--- config.mk ---
export PLATFORM = sky130hd
export DESIGN_NAME = alu_pipe_flat
export DESIGN_NICKNAME = d
export VERILOG_FILES = /design/src/rtl/alu_pipe_pkg.sv /design/src/rtl/alu_pipe_if.sv /design/src/rtl/alu_pipe_core.sv /design/src/rtl/alu_pipe.sv /design/src/flat_wrapper.sv
export SDC_FILE = /design/constraint.sdc
export NUM_CORES = 1
export LEC_CHECK = 0
export ABC_CLOCK_PERIOD_IN_PS = 3600
export CORE_MARGIN = 5
export CORE_UTILIZATION = 50
export CTS_CLUSTER_SIZE = 25
export DETAILED_ROUTE_END_ITERATION = 7
export PLACE_DENSITY = 0.75
export SYNTH_ARGS = -nofsm -noshare
export SYNTH_HDL_FRONTEND = slang
export SYNTH_SLANG_ARGS = --single-unit
--- constraint.sdc ---
create_clock -name clk -period 3.6 [get_ports clk]
set_input_delay 0.72 -clock clk [delete_from_list [all_inputs] [get_ports clk]]
set_output_delay 0.72 -clock clk [all_outputs]
set_load 0.005 [all_outputs]
--- src/rtl/alu_pipe_pkg.sv ---
// alu_pipe_pkg: opcode encoding shared by the operator unit, its interface and its users
package alu_pipe_pkg;
   localparam int OP_W    = 4;
   localparam int NUM_OPS = 14;
   typedef logic [OP_W-1:0] op_t;
   localparam op_t OP_ADD  = 4'd0;
   localparam op_t OP_SUB  = 4'd1;
   localparam op_t OP_SHL  = 4'd2;
   localparam op_t OP_SHR  = 4'd3;
   localparam op_t OP_LT   = 4'd4;
   localparam op_t OP_EQ   = 4'd5;
   localparam op_t OP_AND  = 4'd6;
   localparam op_t OP_OR   = 4'd7;
   localparam op_t OP_XOR  = 4'd8;
   localparam op_t OP_RAND = 4'd9;
   localparam op_t OP_RXOR = 4'd10;
   localparam op_t OP_LAND = 4'd11;
   localparam op_t OP_CAT  = 4'd12;
   localparam op_t OP_COND = 4'd13;
endpackage

--- src/rtl/alu_pipe_if.sv ---
// alu_pipe_if: operand-side and result-side valid/ready bundle of the operator unit
interface alu_pipe_if import alu_pipe_pkg::*; #(parameter int WIDTH = 4);
   logic             in_valid, in_ready, out_valid, out_ready;
   op_t              op;
   logic [WIDTH-1:0] a, b, c, d, result;
   logic             flag, carry, zero, err;
   modport master (output in_valid, op, a, b, c, d, out_ready,
                   input  in_ready, out_valid, result, flag, carry, zero, err);
   modport slave  (input  in_valid, op, a, b, c, d, out_ready,
                   output in_ready, out_valid, result, flag, carry, zero, err);
endinterface

--- src/rtl/alu_pipe_core.sv ---
// alu_pipe_core: combinational evaluator for one opcode on WIDTH-bit unsigned operands
module alu_pipe_core import alu_pipe_pkg::*; #(parameter int WIDTH = 4) (
   input  op_t              op,
   input  logic [WIDTH-1:0] a, b, c, d,
   output logic [WIDTH-1:0] result,
   output logic             flag, carry, err
);
   localparam int H = WIDTH / 2;
   always_comb begin
      result = '0;
      flag   = 1'b0;
      carry  = 1'b0;
      err    = 1'b0;
      case (op)
         OP_ADD:  {carry, result} = {1'b0, a} + {1'b0, b};
         OP_SUB:  begin result = a - b; carry = a < b; end
         OP_SHL:  result = a << b;
         OP_SHR:  result = a >> b;
         OP_LT:   flag = a < b;
         OP_EQ:   flag = a == b;
         OP_AND:  result = a & b;
         OP_OR:   result = a | b;
         OP_XOR:  result = a ^ b;
         OP_RAND: flag = &a;
         OP_RXOR: flag = ^a;
         OP_LAND: flag = (|a) && (|b);
         OP_CAT:  result = {a[H-1:0], b[H-1:0]};
         OP_COND: result = (a > b) ? c : d;
         default: err = 1'b1;
      endcase
   end
endmodule

--- src/rtl/alu_pipe.sv ---
// alu_pipe: two-stage valid/ready pipeline around alu_pipe_core, one operation per cycle
module alu_pipe import alu_pipe_pkg::*; #(parameter int WIDTH = 4) (
   input logic     clk,
   input logic     rst_n,
   alu_pipe_if.slave io
);
   logic             s1_valid, s2_valid, adv1, adv2;
   op_t              s1_op;
   logic [WIDTH-1:0] s1_a, s1_b, s1_c, s1_d, c_result;
   logic             c_flag, c_carry, c_err;
   assign adv2         = !s2_valid || io.out_ready;
   assign adv1         = !s1_valid || adv2;
   assign io.in_ready  = adv1;
   assign io.out_valid = s2_valid;
   alu_pipe_core #(.WIDTH(WIDTH)) u_core (
      .op(s1_op), .a(s1_a), .b(s1_b), .c(s1_c), .d(s1_d),
      .result(c_result), .flag(c_flag), .carry(c_carry), .err(c_err)
   );
   always_ff @(posedge clk or negedge rst_n) begin
      if (!rst_n) begin
         s1_valid <= 1'b0;
         s1_op    <= '0;
         s1_a     <= '0;
         s1_b     <= '0;
         s1_c     <= '0;
         s1_d     <= '0;
      end else if (adv1) begin
         s1_valid <= io.in_valid;
         if (io.in_valid) begin
            s1_op <= io.op;
            s1_a  <= io.a;
            s1_b  <= io.b;
            s1_c  <= io.c;
            s1_d  <= io.d;
         end
      end
   end
   // flag ops leave result at 0, so zero reduces to "no result bits and no flag"
   always_ff @(posedge clk or negedge rst_n) begin
      if (!rst_n) begin
         s2_valid  <= 1'b0;
         io.result <= '0;
         io.flag   <= 1'b0;
         io.carry  <= 1'b0;
         io.zero   <= 1'b0;
         io.err    <= 1'b0;
      end else if (adv2) begin
         s2_valid  <= s1_valid;
         io.result <= c_result;
         io.flag   <= c_flag;
         io.carry  <= c_carry;
         io.zero   <= ~|c_result & ~c_flag;
         io.err    <= c_err;
      end
   end
endmodule

--- src/flat_wrapper.sv ---
// flat-port wrapper written by rule: the top's interface ports become plain ports
module alu_pipe_flat import alu_pipe_pkg::*;
#(parameter int WIDTH = 4)
  (clk, rst_n, io_in_valid, io_op, io_a, io_b, io_c, io_d, io_out_ready, io_in_ready, io_out_valid, io_result, io_flag, io_carry, io_zero, io_err);
  alu_pipe_if #(.WIDTH(WIDTH)) io_i ();
  input logic clk;
  input logic rst_n;
  input wire logic [$bits(io_i.in_valid)-1:0] io_in_valid;
  input wire logic [$bits(io_i.op)-1:0] io_op;
  input wire logic [$bits(io_i.a)-1:0] io_a;
  input wire logic [$bits(io_i.b)-1:0] io_b;
  input wire logic [$bits(io_i.c)-1:0] io_c;
  input wire logic [$bits(io_i.d)-1:0] io_d;
  input wire logic [$bits(io_i.out_ready)-1:0] io_out_ready;
  output wire logic [$bits(io_i.in_ready)-1:0] io_in_ready;
  output wire logic [$bits(io_i.out_valid)-1:0] io_out_valid;
  output wire logic [$bits(io_i.result)-1:0] io_result;
  output wire logic [$bits(io_i.flag)-1:0] io_flag;
  output wire logic [$bits(io_i.carry)-1:0] io_carry;
  output wire logic [$bits(io_i.zero)-1:0] io_zero;
  output wire logic [$bits(io_i.err)-1:0] io_err;
  assign io_i.in_valid = io_in_valid;
  assign io_i.op = io_op;
  assign io_i.a = io_a;
  assign io_i.b = io_b;
  assign io_i.c = io_c;
  assign io_i.d = io_d;
  assign io_i.out_ready = io_out_ready;
  assign io_in_ready = io_i.in_ready;
  assign io_out_valid = io_i.out_valid;
  assign io_result = io_i.result;
  assign io_flag = io_i.flag;
  assign io_carry = io_i.carry;
  assign io_zero = io_i.zero;
  assign io_err = io_i.err;
  alu_pipe #(.WIDTH(WIDTH)) u_core (.clk(clk), .rst_n(rst_n), .io(io_i));
endmodule
======== After elaboration in Yosys (flattened, before gate mapping) ========
Index checks and enable logic that the tools add are counted.
cells by class
  add/subtract/negate cells ............... 2
  $lt $le $gt $ge ......................... 2
  equal/unequal tests ..................... 14
  shift operators ......................... 2
  multiplexer cells ....................... 5
  bitwise logic cells ..................... 5
  reductions and logical operators ........ 14
operators with widths
  kind                                                  count
  case mux 4 bit (9 select lines)                       1
  equality test 4 bit (second input constant)           6
  equality test 4 x 3 -> 1 bit (second input constant)  4
  OR reduction 14 bit                                   1
  OR reduction 4 bit                                    3
  equality test 4 x 2 -> 1 bit (second input constant)  2
  adder 4 x 4 -> 5 bit                                  1
  case mux 1 bit (5 select lines)                       1
  bitwise AND 4 bit                                     1
  equality test 4 x 1 -> 1 bit (second input constant)  1
  equality test 4 bit                                   1
  greater-than comparator 4 bit                         1
  zero test 4 bit                                       1
  less-than comparator 4 bit                            1
  2-to-1 mux 4 bit                                      1
  OR 4 bit                                              1
  AND reduction 4 bit                                   1
  parity 4 bit                                          1
  << shifter 4 x 4 -> 4 bit                             1
  >> shifter 4 x 4 -> 4 bit                             1
  subtractor 4 bit                                      1
  bitwise XOR 4 bit                                     1
  zero test 1 bit                                       3
  logical OR 1 bit                                      2
  other kinds (6)                                       6
storage, ports and cells
  bits in registers ....................... 30
  input port bits ......................... 24
  output and inout port bits .............. 10
  word-level logic and storage cells ...... 56

======== Depth between registers and ports, before layout ========
Gate-level depths: netlist of the first run.
  depth after elaboration ................. 6
  gate-level depth with buffers ........... 10
  gate-level depth less buffers ........... 10

======== Modules after synthesis ========
Synthesis of the first run repeated with hierarchy kept, for this count alone.
unflattened totals
  cell total of the unflattened synthesis .. 279
  area total of the unflattened synthesis .. 2,506.2 µm²
modules (own cells, without submodules)
  module         instances  cells an instance  area an instance (µm²)  sequential area each (µm²)
  alu_pipe       1          138                1,472.7                 750.7
  alu_pipe_core  1          141                1,033.5                 0.0

======== Worst setup path after synthesis of the first run ========
No wires, ideal clock.
  path type ............................... reg2reg
  from .................................... reg u_core.s1_b[1]
  to ...................................... reg u_core.io.zero
  library setup time ...................... 0.067 ns
  arrival time ............................ 2.654 ns
  data required time ...................... 3.533 ns
  path slack .............................. 0.879 ns
  cell stages (with the launch flop) ...... 10
  buffers on the path ..................... 1
  period minus slack after synthesis ...... 2.721 ns
  cells stage by stage .................... dfrtp_1 > clkbuf_1 > inv_1 > ha_1 > nor4_4 > a211oi_2 > mux2_4 > a2111oi_4 > and4_1 > a32o_1
between the ends
  word-level cells in the longest chain between the ends .. 6
  elaborated cells between the ends (all ways) .. 19
  those cells by class .................... add/sub: 2; order compare: 2; eq/ne: 1; shift: 2; mux: 3; bitwise: 5; reduce/logical: 4
RTL lines
  item                             RTL line             text
  start, declared                  alu_pipe.sv:9        logic [WIDTH-1:0] s1_a, s1_b, s1_c, s1_d, c_result;
  start signal, assigned           alu_pipe.sv:32       s1_b <= io.b;
  greater-than comparator 4 bit    alu_pipe_core.sv:28  OP_COND: result = (a > b) ? c : d;
  2-to-1 mux 4 bit                 alu_pipe_core.sv:28
  case mux 4 bit (9 select lines)  alu_pipe_core.sv:14  case (op)
  OR reduction 4 bit               alu_pipe.sv:52       io.zero <= ~|c_result & ~c_flag;
  zero test 1 bit                  alu_pipe.sv:52
  bitwise AND 1 bit *              alu_pipe.sv:52
  end signal, assigned             alu_pipe.sv:52
  end, declared                    alu_pipe_if.sv:10    output in_ready, out_valid, result, flag, carry, zero, err);
Mark *: on every way between the ends. The rest lies on a longest branch, timed or not.
A chain may end at the register's enable or synchronous reset.

======== Worst setup path in the final report of the first run ========
  from .................................... reg u_core.s1_a[2]
  to ...................................... reg u_core.io.zero
between the ends
  word-level cells in the longest chain between the ends .. 6
  elaborated cells between the ends (all ways) .. 21
  those cells by class .................... add/sub: 2; order compare: 2; eq/ne: 1; shift: 2; mux: 3; bitwise: 5; reduce/logical: 6
RTL lines
  item                             RTL line             text
  start, declared                  alu_pipe.sv:9
  start signal, assigned           alu_pipe.sv:31       s1_a <= io.a;
  greater-than comparator 4 bit    alu_pipe_core.sv:28
  2-to-1 mux 4 bit                 alu_pipe_core.sv:28
  case mux 4 bit (9 select lines)  alu_pipe_core.sv:14
  OR reduction 4 bit               alu_pipe.sv:52
  zero test 1 bit                  alu_pipe.sv:52
  bitwise AND 1 bit *              alu_pipe.sv:52
Marks and branches as above.

==> impl_metrics.py, run 1 <==
metrics = {
    "status": {
        "status": "completed",
    },
    "floorplan": {
        "rows": 23,
        "die_h_um": 75.4,
        "floorplan.initialDensity_pct": 52.3,
        "die-area_sq_um": 5680,
        "io-pin-count": 34,
        "die_x_um": 75.4,
        "coreArea_sq_um": 4090,
    },
    "logic_synthesis": {
        "synth_seq_cells": 30,
        "synth_flop_cell": "dfrtp_1",
        "yosysMostFrequentCell": "dfrtp_1",
        "ys_seq_area_share_pct": 35.1,
        "yosys.area.top_type_share_pct": 35.1,
        "syn_inst": 216,
        "synthTopCellsByArea": "dfrtp_1 35%, mux2_2 11%, ha_1 9.4%",
        "synth.avg_cell_area_sq_um": 9.90,
        "async_reset_ff_share_pct": 100,
        "synth_cell_type_count": 52,
        "synth_edf_count": 0,
        "yosysWarnings": 0,
        "yosys.area.top_type": "dfrtp_1",
        "netlist_area_sq_um": 2140,
        "synth_nets": 258,
        "synth_commonest_cells": "30 x dfrtp_1, 21 x mux2_2, 18 x nor2_1",
    },
    "cells_and_area": {
        "final_nets": 290,
        "syn_to_final_growth_pct": 21.9,
        "n_fill_cell": 354,
        "diodes": 0,
        "drive_above_1_share_pct": 15.7,
    },
    "global_routing": {
        "grt_use_met3_pct": 3.96,
        "grt_util_all_layers_pct": 19.0,
        "grt_pass1_wl_um": 8130,
        "grt_start_max_net_pins": 31,
        "grt_pass1_vias": 1726,
        "antenna_found_initial": 0,
        "top_usage_layer": "met2",
        "overflow": 0,
        "grt.met2_usage_pct": 31.2,
        "use_met1_pct": 24.2,
    },
    "placed_design": {
        "gp_congestion": 0.942,
        "dp_hpwl_um": 3840,
        "port_buffers": 33,
    },
    "timing": {
        "fmax_mhz": 345,
        "period_share_pct": 80.5,
        "setup_violations": 0,
        "min_period_ns": 2.90,
        "skew_ns": 0.00570,
        "finalHoldViolCount": 0,
        "whs_ns": 0.463,
        "rsz0062_at_grt": "no",
        "tns_ns": 0,
        "worst_slew_pin_slew_ns": 0.825,
        "slew_viol_final": 0,
        "relSlewSlack_pct": 45.0,
    },
    "clock_network": {
        "tritoncts": "done",
        "clkTransAtPathRegs_ns": 0.06,
        "clkLatencyLatePin_ns": 0.28,
        "postCtsHoldBufs": 0,
        "clock_sinks": 30,
        "h-tree-depth": 2,
        "cts_setup_buffers": 0,
        "clock_path_buffers": 2,
        "cts_made_buffers": 5,
        "clockRootBuffer": "clkbuf_8",
        "postCtsResizedCells": 0,
    },
    "setup_path": {
        "rr_startpoint": "u_core.s1_a[2]$_DFFE_PN0P_",
        "worst_ep_required_time_ns": 3.82,
        "path_class": "reg2reg",
        "r2r_end": "u_core.io.zero$_DFFE_PN0P_",
        "arrival_ns": 3.11,
        "endpoint": "u_core.io.zero$_DFFE_PN0P_",
        "cp_max_fo": 9,
        "cp-start-kind": "flop",
        "ff2ff_path_depth": 8,
        "crit_start": "u_core.s1_a[2]$_DFFE_PN0P_",
        "reg2reg_slack_ns": 0.70,
        "cp-end-kind": "flop",
    },
    "power": {
        "leakagePower_nw": 1.09,
        "ir_worst_vdd_mv": 0.316,
        "power_density_nw_per_um2": 472,
    },
    "min_path": {
        "hold_class": "reg2reg",
    },
    "routing": {
        "drtAntennaViolNets": 0,
        "vias_per_cell": 5.82,
        "post_drt_wl_per_cell_um": 16.7,
        "drt_wl_total_um": 4980,
        "vias": 1739,
        "drtIter0Drc": 73,
        "firstDrtPassIters": 4,
        "drc": 0,
    },
    "job": {
        "max_cap_violations": 0,
    },
}
-- worst max-delay path: stages, from the launching register on --
cell	delay [ns]
dfrtp_1	0.49
inv_1	0.11
ha_1	0.41
nand2b_2	0.26
a211oi_2	0.48
mux2_4	0.36
a2111oi_4	0.36
and4_1	0.22
a32o_1	0.15
-- layer usage --
metal | wire length, um | up-vias | part of all wire, %
met4 | 130 | 0 | 2.6
met2 | 2380 | 62 | 48
li1 | - | 843 | -
met3 | 342 | 15 | 6.9
met5 | 0 | - | 0
met1 | 2130 | 819 | 43
-- how the worst min path moves through the flow --
stage	startpoint	end	depth (start not counted)
final	u_core.s1_valid$_DFFE_PN0N_	u_core.io.out_valid$_DFFE_PN0P_	1
after global routing	u_core.s1_valid$_DFFE_PN0N_	u_core.io.out_valid$_DFFE_PN0P_	1
after CTS	u_core.s1_valid$_DFFE_PN0N_	u_core.io.out_valid$_DFFE_PN0P_	1
after detailed placement	u_core.s1_valid$_DFFE_PN0N_	u_core.io.out_valid$_DFFE_PN0P_	1
after global placement	u_core.s1_valid$_DFFE_PN0N_	u_core.io.out_valid$_DFFE_PN0P_	1
after floorplan	rst_n	u_core.io.carry$_DFFE_PN0P_	0
-- through the flow --
step / utilization, % / instances / cell area, sq um / power [mW] / setup slack, ns
after floorplan: - / 216 / 2140 / 0.793 / 0.879
after global placement: 61.5 / 291 / 2510 / 0.956 / 0.826
after detailed placement: 61.5 / 291 / 2510 / 0.964 / 0.745
after CTS: 63.8 / 299 / 2610 / 1.24 / 0.724
after global routing: 63.8 / 299 / 2610 / 1.31 / 0.557
final: 63.8 / 299 / 2610 / 1.23 / 0.703
-- final cells by class --
cell class                 count  area (sq um)  share of cell area [%]
tap                           50          62.6                    2.40
multi-input combinational    162          1300                    49.7
timing repair buffer          37           360                    13.8
sequential                    30           751                    28.8
inverter                      12          45.0                    1.73
clock inverter                 1          5.00                   0.192
clock buffer                   7          86.3                    3.31
-- where the power goes --
part | internal [mW] | leakage (nW) | switching [mW]
Clock | 0.154 | 0.0482 | 0.119
Sequential | 0.394 | 0.356 | 0.0857
Combinational | 0.255 | 0.686 | 0.223
-- registers in the layout, summed over array words and instances (netlist names), 4 cells and up --
| name | cells |
|---|---|
| u_core.s1_op | 4 |
| u_core.io.result | 4 |
| u_core.s1_a | 4 |
| u_core.s1_b | 4 |
| u_core.s1_c | 4 |
| u_core.s1_d | 4 |
-- cells in the final DEF, fill, tap and decap left out, types with 11 or more instances in the layout --
| master | n |
|---|---|
| ha_1 | 16 |
| clkdlybuf4s50_1 | 33 |
| nand2_1 | 15 |
| inv_1 | 11 |
| nor2_1 | 18 |
| dfrtp_1 | 30 |
| mux2_2 | 21 |
-- logic make-up (layout without fill, tap and decap cells) --
logic type | count (synthesis) | count (layout) | synth area share, %
AND/OR/NAND/NOR | 72 | 72 | 18.5
AO/OA/AOI/OAI | 40 | 40 | 14.5
flip-flops | 30 | 30 | 35.1
multiplexers | 29 | 29 | 15.1
buffers and inverters | 24 | 57 | 4.27
adder cells (fa/ha/maj) | 18 | 18 | 11.2
XOR/XNOR | 3 | 3 | 1.23
Note: power is estimated with default switching activity, not from simulation.
==> inputs of run 2 (changes only) <==
ABC_CLOCK_PERIOD_IN_PS = 2650   (was 3600)
CORE_UTILIZATION = 49   (was 50)
PLACE_DENSITY = 0.77   (was 0.75)
clock period = 2.65 ns   (was 3.6 ns; I/O delays follow)
==> run 2 against run 1 <==
Combinational power is 58% higher. Clock power is 110% higher. Flip-flop and latch count stayed put. Die area is 1.8% higher. Sequential share of layout area is 1.6 points lower. Critical endpoint unchanged. Largest power group is now combinational logic.
==> impl_metrics.py, run 2 (synthesized netlist as in run 1, its figures left out) <==
metrics = {
    "cells_and_area": {
        "final_nets": 302,
        "diodes": 0,
        "syn_to_final_growth_pct": 29.0,
        "fin_area_sq_um": 2760,
        "final_common_cell": "clkdlybuf4s50_1",
        "layout_common_cells": "33 x clkdlybuf4s50_1, 30 x dfrtp_1, 21 x mux2_2",
        "drive_above_1_share_pct": 19.9,
        "final_util_pct": 64.2,
    },
    "floorplan": {
        "rows": 24,
        "die_x_um": 76.1,
        "floorplan.initialDensity_pct": 49.8,
        "coreArea_sq_um": 4290,
        "die_h_um": 76.1,
        "die-area_sq_um": 5790,
        "io-pin-count": 34,
    },
    "timing": {
        "fmax_mhz": 394,
        "slew_viol_final": 0,
        "setup_violations": 0,
        "rsz0062_at_grt": "no",
        "skew_ns": 0.00731,
        "finalHoldViolCount": 0,
        "period_share_pct": 95.7,
        "min_period_ns": 2.54,
        "tns_ns": 0,
        "relSlewSlack_pct": 65.8,
        "worst_slew_pin_slew_ns": 0.513,
    },
    "power": {
        "seqPwrFrac_pct": 31.4,
        "p_comb_share_pct": 38.7,
        "power_switching_mw": 0.629,
        "clkPwrFrac_pct": 29.9,
        "power.total_mw": 1.96,
        "swShare_pct": 32.2,
        "internal_power_mw": 1.33,
        "power_density_nw_per_um2": 709,
        "ir_worst_vdd_mv": 0.394,
        "leakagePower_nw": 1.17,
    },
    "setup_path": {
        "worst_ep_required_time_ns": 2.87,
        "critPathTopFamily": "compound AO/OA/AOI/OAI gates",
        "max_stage_delay_ns": 0.45,
        "cp-start-kind": "flop",
        "crit_chain": "inv_1 -> ha_1 -> nand2b_2 -> a211oi_4 -> mux2_4 -> a2111oi_4 -> and4_1 -> a32o_1",
        "arrival_ns": 2.76,
        "slowest_stage": "dfrtp_1",
        "cp_max_fo": 6,
        "path_class": "reg2reg",
        "cp.depth": 8,
        "path_buf_inv": 1,
        "reg2reg_slack_ns": 0.11,
        "cp-end-kind": "flop",
        "ff2ff_path_depth": 8,
    },
    "routing": {
        "wl_met1_um": 2280,
        "drtIter0Drc": 150,
        "drc": 0,
        "drt_wl_total_um": 5340,
        "firstDrtPassIters": 4,
        "post_drt_wl_per_cell_um": 17.1,
        "vias_per_cell": 5.71,
        "topRoutingLayerUsed": "met4",
        "wl_met2_um": 2610,
        "vias": 1786,
        "dr_wl_met3_um": 317,
        "drtAntennaViolNets": 0,
    },
    "clock_network": {
        "clock_path_buffers": 2,
        "clock_sinks": 30,
        "tritoncts": "done",
        "h-tree-depth": 2,
        "clkLatencyLatePin_ns": 0.29,
        "clockRootBuffer": "clkbuf_8",
        "cts_made_buffers": 5,
        "cts_setup_buffers": 0,
        "postCtsHoldBufs": 0,
        "clkTransAtPathRegs_ns": 0.07,
        "postCtsResizedCells": 0,
    },
    "global_routing": {
        "overflow": 0,
        "grt_start_max_net_pins": 31,
        "grt_util_all_layers_pct": 18.8,
        "antenna_found_initial": 0,
        "grt_pass1_vias": 1748,
        "grt_pass1_wl_um": 8780,
    },
    "status": {
        "status": "completed",
    },
    "min_path": {
        "hold_class": "reg2reg",
        "holdPathStages": 1,
    },
    "placed_design": {
        "place_area_sq_um": 2620,
        "gp_congestion": 0.985,
        "dp_hpwl_um": 4090,
        "port_buffers": 33,
    },
    "job": {
        "max_cap_violations": 0,
    },
}
==> run 2: cell types whose count changed in the layout (fill, tap and decap cells not counted), sizes merged <==
cell    delta
bufinv     +2
clkbuf     -1
buf       +12
clkinv     -1
==> run 2: routing by layer <==
layer  global-route usage (%)  up-vias
met4                     6.82        0
li1                         -      861
met5                        0        -
met1                     24.0      847
met3                     4.14       17
met2                     30.9       61
==> run 2: power by group through the flow <==
stage / combinational (mW) / clock, mW / sequential (mW)
2_1_floorplan: 0.484 / 0 / 0.604
3_3_place_gp: 0.748 / 0 / 0.617
3_5_place_dp: 0.753 / 0 / 0.622
4_1_cts: 0.757 / 0.598 / 0.614
5_1_grt: 0.831 / 0.619 / 0.623
6_report: 0.756 / 0.585 / 0.615
==> run 2: metrics by stage <==
stage,hold slack (ns),cells,setup WS (ns)
finish,0.484,313,0.113
global route,0.507,313,0.00473
CTS,0.492,313,0.0984
detailed placement,0.476,305,0.139
global placement,0.458,305,0.212
floorplan,0.234,216,0.0352
==> run 2: path summary, 6_finish.rpt <==
check,to,start
worst min register to register,u_core.io.out_valid$_DFFE_PN0P_,u_core.s1_valid$_DFFE_PN0N_
worst max-delay path,u_core.io.zero$_DFFE_PN0P_,u_core.s1_b[2]$_DFFE_PN0P_
worst min-delay path,u_core.io.out_valid$_DFFE_PN0P_,u_core.s1_valid$_DFFE_PN0N_
worst max register to register,u_core.io.zero$_DFFE_PN0P_,u_core.s1_b[2]$_DFFE_PN0P_
min in group asynchronous,u_core.s1_c[3]$_DFFE_PN0P_,rst_n
max in group asynchronous,u_core.s1_op[2]$_DFFE_PN0P_,rst_n
==> run 2: layout make-up <==
| type | count | area [sq um] |
|---|---|---|
| Clock buffer | 6 | 82.6 |
| Clock inverter | 2 | 60.1 |
| Fill cell | 365 | 1540 |
| Inverter | 12 | 45.0 |
| Multi-Input combinational cell | 162 | 1300 |
| Sequential cell | 30 | 751 |
| Tap cell | 52 | 65.1 |
| Timing Repair Buffer | 49 | 450 |
==> inputs of run 3 (changes only) <==
CORE_UTILIZATION = 40   (was 49)
PLACE_DENSITY = default   (was 0.77)
==> run 3 against run 2 <==
Setup slack better by 0.042 ns. Sequential share of layout area fell by 0.17 points. Largest cell class unchanged. Register-to-register slack improved by 0.04 ns. Combinational power grew 3%. Final area up 0.64%. First-iteration DRC count fell by 50%. Utilization fell by 10 points. Critical endpoint unchanged. Fmax is 1.7% higher.
==> impl_metrics.py, run 3 (synthesized netlist as in run 1, its figures left out) <==
metrics = {
    "status": {
        "status": "completed",
    },
    "timing": {
        "period_share_pct": 94.1,
        "min_period_ns": 2.49,
        "setup_violations": 0,
        "slew_viol_final": 0,
        "skew_ns": 0.00335,
        "finalHoldViolCount": 0,
        "relSlewSlack_pct": 56.7,
        "rsz0062_at_grt": "no",
        "tns_ns": 0,
        "worst_slew_pin_slew_ns": 0.649,
        "fmax_mhz": 401,
    },
    "routing": {
        "vias": 1789,
        "post_drt_wl_per_cell_um": 16.4,
        "drtIter0Drc": 75,
        "drc": 0,
        "drt_wl_total_um": 5460,
        "firstDrtPassIters": 4,
        "vias_per_cell": 5.37,
        "drtAntennaViolNets": 0,
    },
    "clock_network": {
        "tritoncts": "done",
        "postCtsHoldBufs": 0,
        "h-tree-depth": 2,
        "cts_setup_buffers": 0,
        "clock_path_buffers": 2,
        "clockRootBuffer": "clkbuf_8",
        "clkTransAtPathRegs_ns": 0.06,
        "cts_made_buffers": 5,
        "clkLatencyLatePin_ns": 0.28,
        "clock_sinks": 30,
    },
    "power": {
        "internal_power_mw": 1.20,
        "swShare_pct": 34.2,
        "clkPwrFrac_pct": 23.5,
        "leakagePower_nw": 1.17,
        "ir_worst_vdd_mv": 0.355,
        "power_density_nw_per_um2": 657,
        "p_comb_share_pct": 42.6,
        "seqPwrFrac_pct": 33.9,
        "power_switching_mw": 0.624,
        "power.total_mw": 1.82,
    },
    "cells_and_area": {
        "final_nets": 304,
        "diodes": 0,
        "seqCellArea_sq_um": 751,
        "n_fill_cell": 504,
        "layoutNonFillerInstCount": 333,
        "syn_to_final_growth_pct": 29.8,
        "layout_common_cells": "33 x clkdlybuf4s50_1, 30 x dfrtp_1, 21 x mux2_2",
        "fin_area_sq_um": 2780,
        "final_common_cell": "clkdlybuf4s50_1",
        "drive_above_1_share_pct": 20.9,
        "multi_input_area_sq_um": 1300,
    },
    "floorplan": {
        "die_h_um": 83.1,
        "die-area_sq_um": 6910,
        "rows": 26,
        "floorplan.initialDensity_pct": 41.6,
        "die_x_um": 83.1,
        "io-pin-count": 34,
        "coreArea_sq_um": 5140,
    },
    "setup_path": {
        "rr_startpoint": "u_core.s1_a[1]$_DFFE_PN0P_",
        "cp-start-kind": "flop",
        "cp-end-kind": "flop",
        "crit_chain": "inv_1 -> ha_1 -> nor4_4 -> a211oi_4 -> mux2_4 -> a2111oi_4 -> and4_1 -> a32o_1",
        "max_stage_delay_ns": 0.43,
        "path_class": "reg2reg",
        "worst_ep_required_time_ns": 2.87,
        "reg2reg_slack_ns": 0.16,
        "slowest_stage": "dfrtp_1",
        "cp_max_fo": 6,
        "arrival_ns": 2.71,
        "crit_start": "u_core.s1_a[1]$_DFFE_PN0P_",
    },
    "global_routing": {
        "antenna_found_initial": 0,
        "grt_pass1_vias": 1913,
        "grt_start_max_net_pins": 31,
        "grt_pass1_wl_um": 9270,
        "grt_util_all_layers_pct": 16.7,
        "overflow": 0,
    },
    "min_path": {
        "hold_class": "reg2reg",
        "min-delay-start": "u_core.s1_valid$_DFFE_PN0N_",
    },
    "placed_design": {
        "place_area_sq_um": 2670,
        "dp_cells": 325,
        "dp_hpwl_um": 4290,
        "gp_congestion": 0.939,
        "port_buffers": 33,
    },
    "job": {
        "max_cap_violations": 0,
    },
}
[run 3: layer usage]
layer | vias to the layer above | part of all wire (%) | GRT usage [%]
met5 | - | 0 | 0
met4 | 0 | 3.2 | 8.62
met3 | 13 | 4.3 | 3.86
met2 | 49 | 48 | 27.3
met1 | 853 | 45 | 20.3
li1 | 874 | - | -
[run 3: cell type report]
type | instances | area share, %
clock buffers | 8 | 3.97
inverters | 12 | 1.62
multi-input cells | 162 | 47.0
flip-flops and latches | 30 | 27.1
well taps | 70 | 3.16
repair buffers | 51 | 17.2
[run 3: power groups by stage]
| stage | registers [mW] | logic [mW] | clock network (mW) |
|---|---|---|---|
| 5_1_grt | 0.630 | 0.848 | 0.467 |
| 3_5_place_dp | 0.626 | 0.778 | 0 |
| 2_1_floorplan | 0.604 | 0.484 | 0 |
| 3_3_place_gp | 0.623 | 0.772 | 0 |
| 6_report | 0.618 | 0.776 | 0.429 |
| 4_1_cts | 0.617 | 0.780 | 0.442 |
[run 3: path summary, 6_finish.rpt]
check                                                       end  depth (start not counted)
max in group asynchronous            u_core.s1_a[2]$_DFFE_PN0P_                          2
worst min-delay path            u_core.io.out_valid$_DFFE_PN0P_                          1
min in group asynchronous           u_core.io.carry$_DFFE_PN0P_                          2
worst max-delay path                 u_core.io.zero$_DFFE_PN0P_                          8
worst min register to register  u_core.io.out_valid$_DFFE_PN0P_                          1
worst max register to register       u_core.io.zero$_DFFE_PN0P_                          8
[run 3: worst max-delay path, delay by kind of cell, from the launching register on]
| kind | cells | cell delay [ns] |
|---|---|---|
| simple gates | 2 | 0.61 |
| mux | 1 | 0.32 |
| buf+inv | 1 | 0.11 |
| compound gates | 3 | 0.59 |
| fa+ha+maj | 1 | 0.36 |
| flops | 1 | 0.43 |
[run 3: what timing repair did]
item / CTS / global route
endpoints found under the hold margin: 0 / 0
resized for setup: 0 / 1
setup endpoints to repair: 0 / 1
[run 3: metrics by stage]
step | setup slack, ns | hold WS (ns) | utilization (%)
2_1_floorplan | 0.0352 | 0.234 | -
3_3_place_gp | 0.178 | 0.454 | 51.8
3_5_place_dp | 0.143 | 0.455 | 51.8
4_1_cts | 0.116 | 0.474 | 54.0
5_1_grt | 0.0280 | 0.493 | 54.0
6_report | 0.156 | 0.467 | 54.0
